$ cat config.mk
export PLATFORM = sky130hd
export DESIGN_NAME = bcd_serializer_flat
export DESIGN_NICKNAME = d
export VERILOG_FILES = /design/src/rtl/bcd_serializer_if.sv /design/src/rtl/bcd_serializer.sv /design/src/flat_wrapper.sv
export SDC_FILE = /design/constraint.sdc
export NUM_CORES = 1
export LEC_CHECK = 0
export ABC_AREA = 1
export CAP_MARGIN = 30
export CORE_ASPECT_RATIO = 1.4
export CORE_MARGIN = 2
export CORE_UTILIZATION = 25
export CTS_BUF_LIST = sky130_fd_sc_hd__clkbuf_16
export DETAILED_ROUTE_END_ITERATION = 10
export PLACE_DENSITY_LB_ADDON = 0.05
export SLEW_MARGIN = 20
export SYNTH_ARGS = -nofsm -noshare
export SYNTH_HDL_FRONTEND = slang
export SYNTH_SLANG_ARGS = --single-unit
$ cat constraint.sdc
create_clock -name clk -period 2.2 [get_ports clk]
set_input_delay 0.44 -clock clk [delete_from_list [all_inputs] [get_ports clk]]
set_output_delay 0.44 -clock clk [all_outputs]
set_load 0.02 [all_outputs]
$ cat src/rtl/bcd_serializer_if.sv
// Handshake bundle between a BCD word producer, the serializer and the bit consumer.
// master: the side that offers words and accepts bits; slave: the serializer itself.
interface bcd_serializer_if #(
    parameter int unsigned DIGITS = 4,
    parameter int unsigned BIN_W  = 14
);
    logic [4*DIGITS-1:0] in_bcd;
    logic                in_valid;
    logic                in_ready;
    logic                bcd_err;
    logic                bit_out;
    logic                bit_valid;
    logic                bit_ready;
    logic                frame_start;
    logic                frame_last;

    modport master (
        output in_bcd,
        output in_valid,
        output bit_ready,
        input  in_ready,
        input  bcd_err,
        input  bit_out,
        input  bit_valid,
        input  frame_start,
        input  frame_last
    );

    modport slave (
        input  in_bcd,
        input  in_valid,
        input  bit_ready,
        output in_ready,
        output bcd_err,
        output bit_out,
        output bit_valid,
        output frame_start,
        output frame_last
    );
endinterface

$ cat src/rtl/bcd_serializer.sv
// Packed-BCD to binary converter feeding an MSB-first serial bit stream with frame markers.
// One digit is folded into the accumulator per cycle, then BIN_W bits are shifted out
// under a valid/ready handshake.
module bcd_serializer #(
    parameter int unsigned DIGITS = 4,
    parameter int unsigned BIN_W  = 14
) (
    input logic               clk,
    input logic               reset_n,
    bcd_serializer_if.slave   bus
);

    localparam int unsigned WORD_W = 4 * DIGITS;
    localparam int unsigned DCNT_W = (DIGITS > 1) ? $clog2(DIGITS) : 1;
    localparam int unsigned BCNT_W = (BIN_W > 1) ? $clog2(BIN_W) : 1;
    localparam logic [DCNT_W-1:0] DCNT_LAST  = DCNT_W'(DIGITS - 1);
    localparam logic [BCNT_W-1:0] BCNT_FIRST = BCNT_W'(BIN_W - 1);

    typedef enum logic [1:0] {
        StIdle,
        StConvert,
        StShift
    } state_e;

    state_e              state_q, state_d;
    logic [WORD_W-1:0]   dig_q, dig_d;
    logic [DCNT_W-1:0]   dcnt_q, dcnt_d;
    logic [BIN_W-1:0]    acc_q, acc_d;
    logic [BIN_W-1:0]    acc_next;
    logic [BIN_W-1:0]    shreg_q, shreg_d;
    logic [BCNT_W-1:0]   bcnt_q, bcnt_d;
    logic                bit_valid_q, bit_valid_d;
    logic                frame_start_q, frame_start_d;
    logic                frame_last_q, frame_last_d;
    logic                bcd_err_q, bcd_err_d;
    logic                word_ok;

    // Flag an offered word whose nibbles are all legal decimal digits.
    always_comb begin
        word_ok = 1'b1;
        for (int i = 0; i < DIGITS; i++) begin
            if (bus.in_bcd[4*i +: 4] > 4'd9) begin
                word_ok = 1'b0;
            end
        end
    end

    // acc*10 + top digit; the width bound on BIN_W guarantees no overflow.
    always_comb begin
        acc_next = (acc_q << 3) + (acc_q << 1) + BIN_W'(dig_q[WORD_W-1 -: 4]);
    end

    // Next-state and datapath updates for the IDLE/CONVERT/SHIFT sequence.
    always_comb begin
        state_d   = state_q;
        dig_d     = dig_q;
        dcnt_d    = dcnt_q;
        acc_d     = acc_q;
        shreg_d   = shreg_q;
        bcnt_d    = bcnt_q;
        bcd_err_d = 1'b0;

        unique case (state_q)
            StIdle: begin
                if (bus.in_valid) begin
                    if (word_ok) begin
                        dig_d   = bus.in_bcd;
                        acc_d   = '0;
                        dcnt_d  = '0;
                        state_d = StConvert;
                    end else begin
                        // Bad word is consumed and dropped.
                        bcd_err_d = 1'b1;
                    end
                end
            end

            StConvert: begin
                acc_d  = acc_next;
                dig_d  = dig_q << 4;
                dcnt_d = dcnt_q + 1'b1;
                if (dcnt_q == DCNT_LAST) begin
                    // Last digit: hand the finished value straight to the shifter.
                    shreg_d = acc_next;
                    bcnt_d  = BCNT_FIRST;
                    dcnt_d  = '0;
                    state_d = StShift;
                end
            end

            StShift: begin
                if (bus.bit_ready) begin
                    // Shifting on the last beat too leaves shreg all-zero, so bit_out idles low.
                    shreg_d = shreg_q << 1;
                    bcnt_d  = bcnt_q - 1'b1;
                    if (bcnt_q == '0) begin
                        bcnt_d  = '0;
                        state_d = StIdle;
                    end
                end
            end

            default: begin
                state_d = StIdle;
            end
        endcase
    end

    // Registered stream flags derived from where the FSM lands next.
    always_comb begin
        bit_valid_d   = (state_d == StShift);
        frame_start_d = (state_d == StShift) && (bcnt_d == BCNT_FIRST);
        frame_last_d  = (state_d == StShift) && (bcnt_d == '0);
    end

    // State register; reset abandons any frame in flight.
    always_ff @(posedge clk or negedge reset_n) begin
        if (!reset_n) begin
            state_q       <= StIdle;
            dig_q         <= '0;
            dcnt_q        <= '0;
            acc_q         <= '0;
            shreg_q       <= '0;
            bcnt_q        <= '0;
            bit_valid_q   <= 1'b0;
            frame_start_q <= 1'b0;
            frame_last_q  <= 1'b0;
            bcd_err_q     <= 1'b0;
        end else begin
            state_q       <= state_d;
            dig_q         <= dig_d;
            dcnt_q        <= dcnt_d;
            acc_q         <= acc_d;
            shreg_q       <= shreg_d;
            bcnt_q        <= bcnt_d;
            bit_valid_q   <= bit_valid_d;
            frame_start_q <= frame_start_d;
            frame_last_q  <= frame_last_d;
            bcd_err_q     <= bcd_err_d;
        end
    end

    assign bus.in_ready    = (state_q == StIdle);
    assign bus.bcd_err     = bcd_err_q;
    assign bus.bit_out     = shreg_q[BIN_W-1];
    assign bus.bit_valid   = bit_valid_q;
    assign bus.frame_start = frame_start_q;
    assign bus.frame_last  = frame_last_q;

endmodule
$ cat src/flat_wrapper.sv
// flat-port wrapper written by rule: the top's interface ports become plain ports
module bcd_serializer_flat 
#(
    parameter int unsigned DIGITS = 4,
    parameter int unsigned BIN_W  = 14
)
  (clk, reset_n, bus_in_bcd, bus_in_valid, bus_bit_ready, bus_in_ready, bus_bcd_err, bus_bit_out, bus_bit_valid, bus_frame_start, bus_frame_last);
  bcd_serializer_if #(.DIGITS(DIGITS), .BIN_W(BIN_W)) bus_i ();
  input logic clk;
  input logic reset_n;
  input wire logic [$bits(bus_i.in_bcd)-1:0] bus_in_bcd;
  input wire logic [$bits(bus_i.in_valid)-1:0] bus_in_valid;
  input wire logic [$bits(bus_i.bit_ready)-1:0] bus_bit_ready;
  output wire logic [$bits(bus_i.in_ready)-1:0] bus_in_ready;
  output wire logic [$bits(bus_i.bcd_err)-1:0] bus_bcd_err;
  output wire logic [$bits(bus_i.bit_out)-1:0] bus_bit_out;
  output wire logic [$bits(bus_i.bit_valid)-1:0] bus_bit_valid;
  output wire logic [$bits(bus_i.frame_start)-1:0] bus_frame_start;
  output wire logic [$bits(bus_i.frame_last)-1:0] bus_frame_last;
  assign bus_i.in_bcd = bus_in_bcd;
  assign bus_i.in_valid = bus_in_valid;
  assign bus_i.bit_ready = bus_bit_ready;
  assign bus_in_ready = bus_i.in_ready;
  assign bus_bcd_err = bus_i.bcd_err;
  assign bus_bit_out = bus_i.bit_out;
  assign bus_bit_valid = bus_i.bit_valid;
  assign bus_frame_start = bus_i.frame_start;
  assign bus_frame_last = bus_i.frame_last;
  bcd_serializer #(.DIGITS(DIGITS), .BIN_W(BIN_W)) u_core (.clk(clk), .reset_n(reset_n), .bus(bus_i));
endmodule
==> impl_metrics.tcl <==
set metrics [dict create \
    fin_area_um2 4554 \
    post_synth_instance_area_um2 3556 \
    critPathArrivalTime_ns 2.44 \
    yosys_warnings 0 \
    cts.clk_slew.worst_paths_ns 0.08 \
    vdd_ir_drop_max_mv 0.5605 \
    pre_cts_slack_ns -0.1478 \
    yosys.cell_types.count 33 \
    largest_net_degree_at_the_start_of_global_routing 56 \
    totalNegativeSetupSlack_ns -0.007845 \
    layout_setup_ws_ns -0.007845 \
    n_antenna_cell 0 \
    area_delta_synth_final_pct 28.08 \
    power_leakage_uw 0.002275 \
    timing.reg2reg.worst_path_depth 9 \
    timing_max_transition_violations_final 0 \
    grt_use_total_pct 12.69 \
    route.detailed.vias_per_inst 4.311 \
    postCtsHoldBufs 0 \
    cap_viol_max_count 0 \
    num_io_pins 26 \
    numPortBuffers 25 \
    clock_tree.htree_level_count 2 \
    synth_area_leader_cell "sky130_fd_sc_hd__dfrtp_1" \
    net_count_after_synthesis 492 \
    finalHoldViolations 0 \
    rsz0062_at_grt "true" \
    tritoncts_clock_tree "built" \
    core_area_um2 13910 \
    worst_r2r_end "u_core.shreg_q[6]" \
    drt-wirelength-per-cell_um 13.52 \
    worstReg2RegStart "u_core.acc_q[0]" \
    setup-violations-final 1 \
    ctsLongestPathBuffers 2 \
    fin_util_pct 32.74 \
    ys_seq_elements 55 \
    worst_skew_pair.late_latency_ns 0.30 \
    dpl_wire_length_um 7028 \
    avgSynthCellArea_um2 8.045 \
    status "finished with violations" \
    worst-path-max-fanout 3 \
    antenna_violating_nets_post_route 0 \
    worst_setup_path_startpoint "u_core.acc_q[0]" \
    violations "setup timing" \
    rows 51 \
    slew_headroom_pct 73.89 \
    grt_pass1_wl_um 15440 \
    design.final.nets 545 \
    power_density_nw_per_um2 1362 \
    layout_commonest_cell "sky130_fd_sc_hd__nand2_1" \
    tritoncts.num_buffers 5 \
    clock-root-buffer "sky130_fd_sc_hd__clkbuf_16" \
    gp_routability_congestion 0.8209 \
    grt_antenna_before_repair 0 \
    yosys.area.top_type_share_pct 38.71 \
    remaining_global_route_overflow 0 \
    sequential_fraction_of_the_synthesis_area_pct 38.71 \
    die_width_um 104.8 \
    clock-skew-final_ns 0.007356 \
    endpoint_kind "register" \
    floorplan.initialDensity_pct 25.56 \
    holdCritPathClass "in2async" \
    tightestPinTransition_ns 0.3917 \
    detail_route.wirelength_um 9208 \
    dpl-instance-area_um2 4188 \
    worstPathRequired_ns 2.43 \
    drt_first_iter_violations 66 \
    achievable-frequency_mhz 452.9 \
    dieHeight_um 145.1 \
    layout.cells.most_common_list "sky130_fd_sc_hd__nand2_1, sky130_fd_sc_hd__dfrtp_1, sky130_fd_sc_hd__inv_1, sky130_fd_sc_hd__nor2_1, sky130_fd_sc_hd__buf_4" \
    synthCells 442 \
    timing.reg2reg.setup_slack_ns -0.008 \
    numClockSinks 55 \
    grt_pass1_vias 3051 \
    fraction_of_final_layout_cells_with_drive_strength_greater_than_1_pct 21.37 \
    period_needed_ns 2.208 \
    fin_total_pwr_uw 6203 \
    overall_die_area_um2 15210 \
    num_vias 2936 \
    worstSetupPathType "reg2reg" \
    drcViolationCount 0 \
    post-route-period-util_pct 100.4 \
    synth_top_cells_by_area "sky130_fd_sc_hd__dfrtp_1, sky130_fd_sc_hd__nand2_1, sky130_fd_sc_hd__ha_1" \
    fill_cells 1542 \
    setup.worst_path.start_class "register" \
    detailedRoute.firstPassIterationCount 4 \
]
## flip-flops by register name (all words and copies together) (netlist names), 2 cells and up
register	cells
u_core.dig_q	16
u_core.shreg_q	14
u_core.acc_q	13
u_core.bcnt_q	4
u_core.dcnt_q	2
u_core.state_q	2
## critical path: stages, from the launching register on
cell                      delay, ns
sky130_fd_sc_hd__dfrtp_1       0.36
sky130_fd_sc_hd__inv_2         0.04
sky130_fd_sc_hd__fa_1          0.53
sky130_fd_sc_hd__fa_2          0.41
sky130_fd_sc_hd__o21ai_4       0.20
sky130_fd_sc_hd__buf_6         0.13
sky130_fd_sc_hd__xor2_4        0.19
sky130_fd_sc_hd__buf_6         0.13
sky130_fd_sc_hd__nand2_4       0.03
sky130_fd_sc_hd__a21oi_2       0.12
## stage by stage
stage               hold slack [ns]  instances
floorplan                    0.1444        442
global placement             0.4636        670
detailed placement           0.4632        670
CTS                          0.1581        680
global route                 0.1759        681
finish                       0.1451        681
## area by class of cell
cell class                      count  area, µm²  share of cell area, %
Tap cell                          185      231.5                  5.082
Timing Repair Buffer               56      525.5                  11.54
Sequential cell                    55       1376                  30.22
Multi-Input combinational cell    326       2088                  45.85
Inverter                           51      191.4                  4.203
Clock inverter                      3      16.27                 0.3571
Clock buffer                        5      125.1                  2.747
## power by group
part	switching, µW	internal, µW	leakage, µW
Sequential	288	1420	0.000722
Clock	381	418	0.0000726
Combinational	2100	1600	0.00148
## layer usage
metal  up-vias  GRT usage [%]  part of all wire [%]
li1       1522              -                     -
met1      1374          14.42                    41
met2        29          23.93                    55
met3        11          1.752                   1.8
met4         0          4.200                   2.3
met5         -              0                     0
## Yosys cell counts, drive strengths merged
master / number
o211ai: 1
or2: 1
a31oi: 3
nor2: 33
o21ai: 46
ha: 28
fa: 2
nand3: 22
nand2: 142
mux2i: 12
nand3b: 1
o21a: 2
clkbuf: 1
buf: 9
nand4: 4
inv: 49
a21o: 1
o21bai: 1
dfrtp: 55
a21oi: 19
xnor2: 4
xor2: 3
and2: 1
clkinv: 2
## how the worst max path moves through the flow
stage          cells past startpoint                end
4_1_cts                           12  u_core.shreg_q[9]
2_1_floorplan                     11  u_core.shreg_q[8]
5_1_grt                            9    u_core.acc_q[6]
6_report                           9  u_core.shreg_q[6]
3_3_place_gp                       8  u_core.shreg_q[6]
3_5_place_dp                       8  u_core.shreg_q[6]
## cells by family (layout without fill, tap and decap cells)
family,after synthesis,count (layout),share of synthesized area [%]
muxes,12,12,3.378
adders and majority gates,30,30,10.98
buffers and inverters,61,115,7.987
xor gates and xnor gates,7,7,1.724
AOI/OAI and AO/OA,73,73,12.77
and+or+nand+nor,204,204,24.45
DFF,55,55,38.71
## what timing repair did
| item | CTS | global route |
|---|---|---|
| gates resized for setup | 16 | 28 |
| gates cloned | 0 | 0 |
| pin swaps | 4 | 10 |
| endpoints found under the setup margin | 12 | 18 |
| setup buffers | 2 | 1 |
Note: power is estimated with default switching activity, not from simulation.
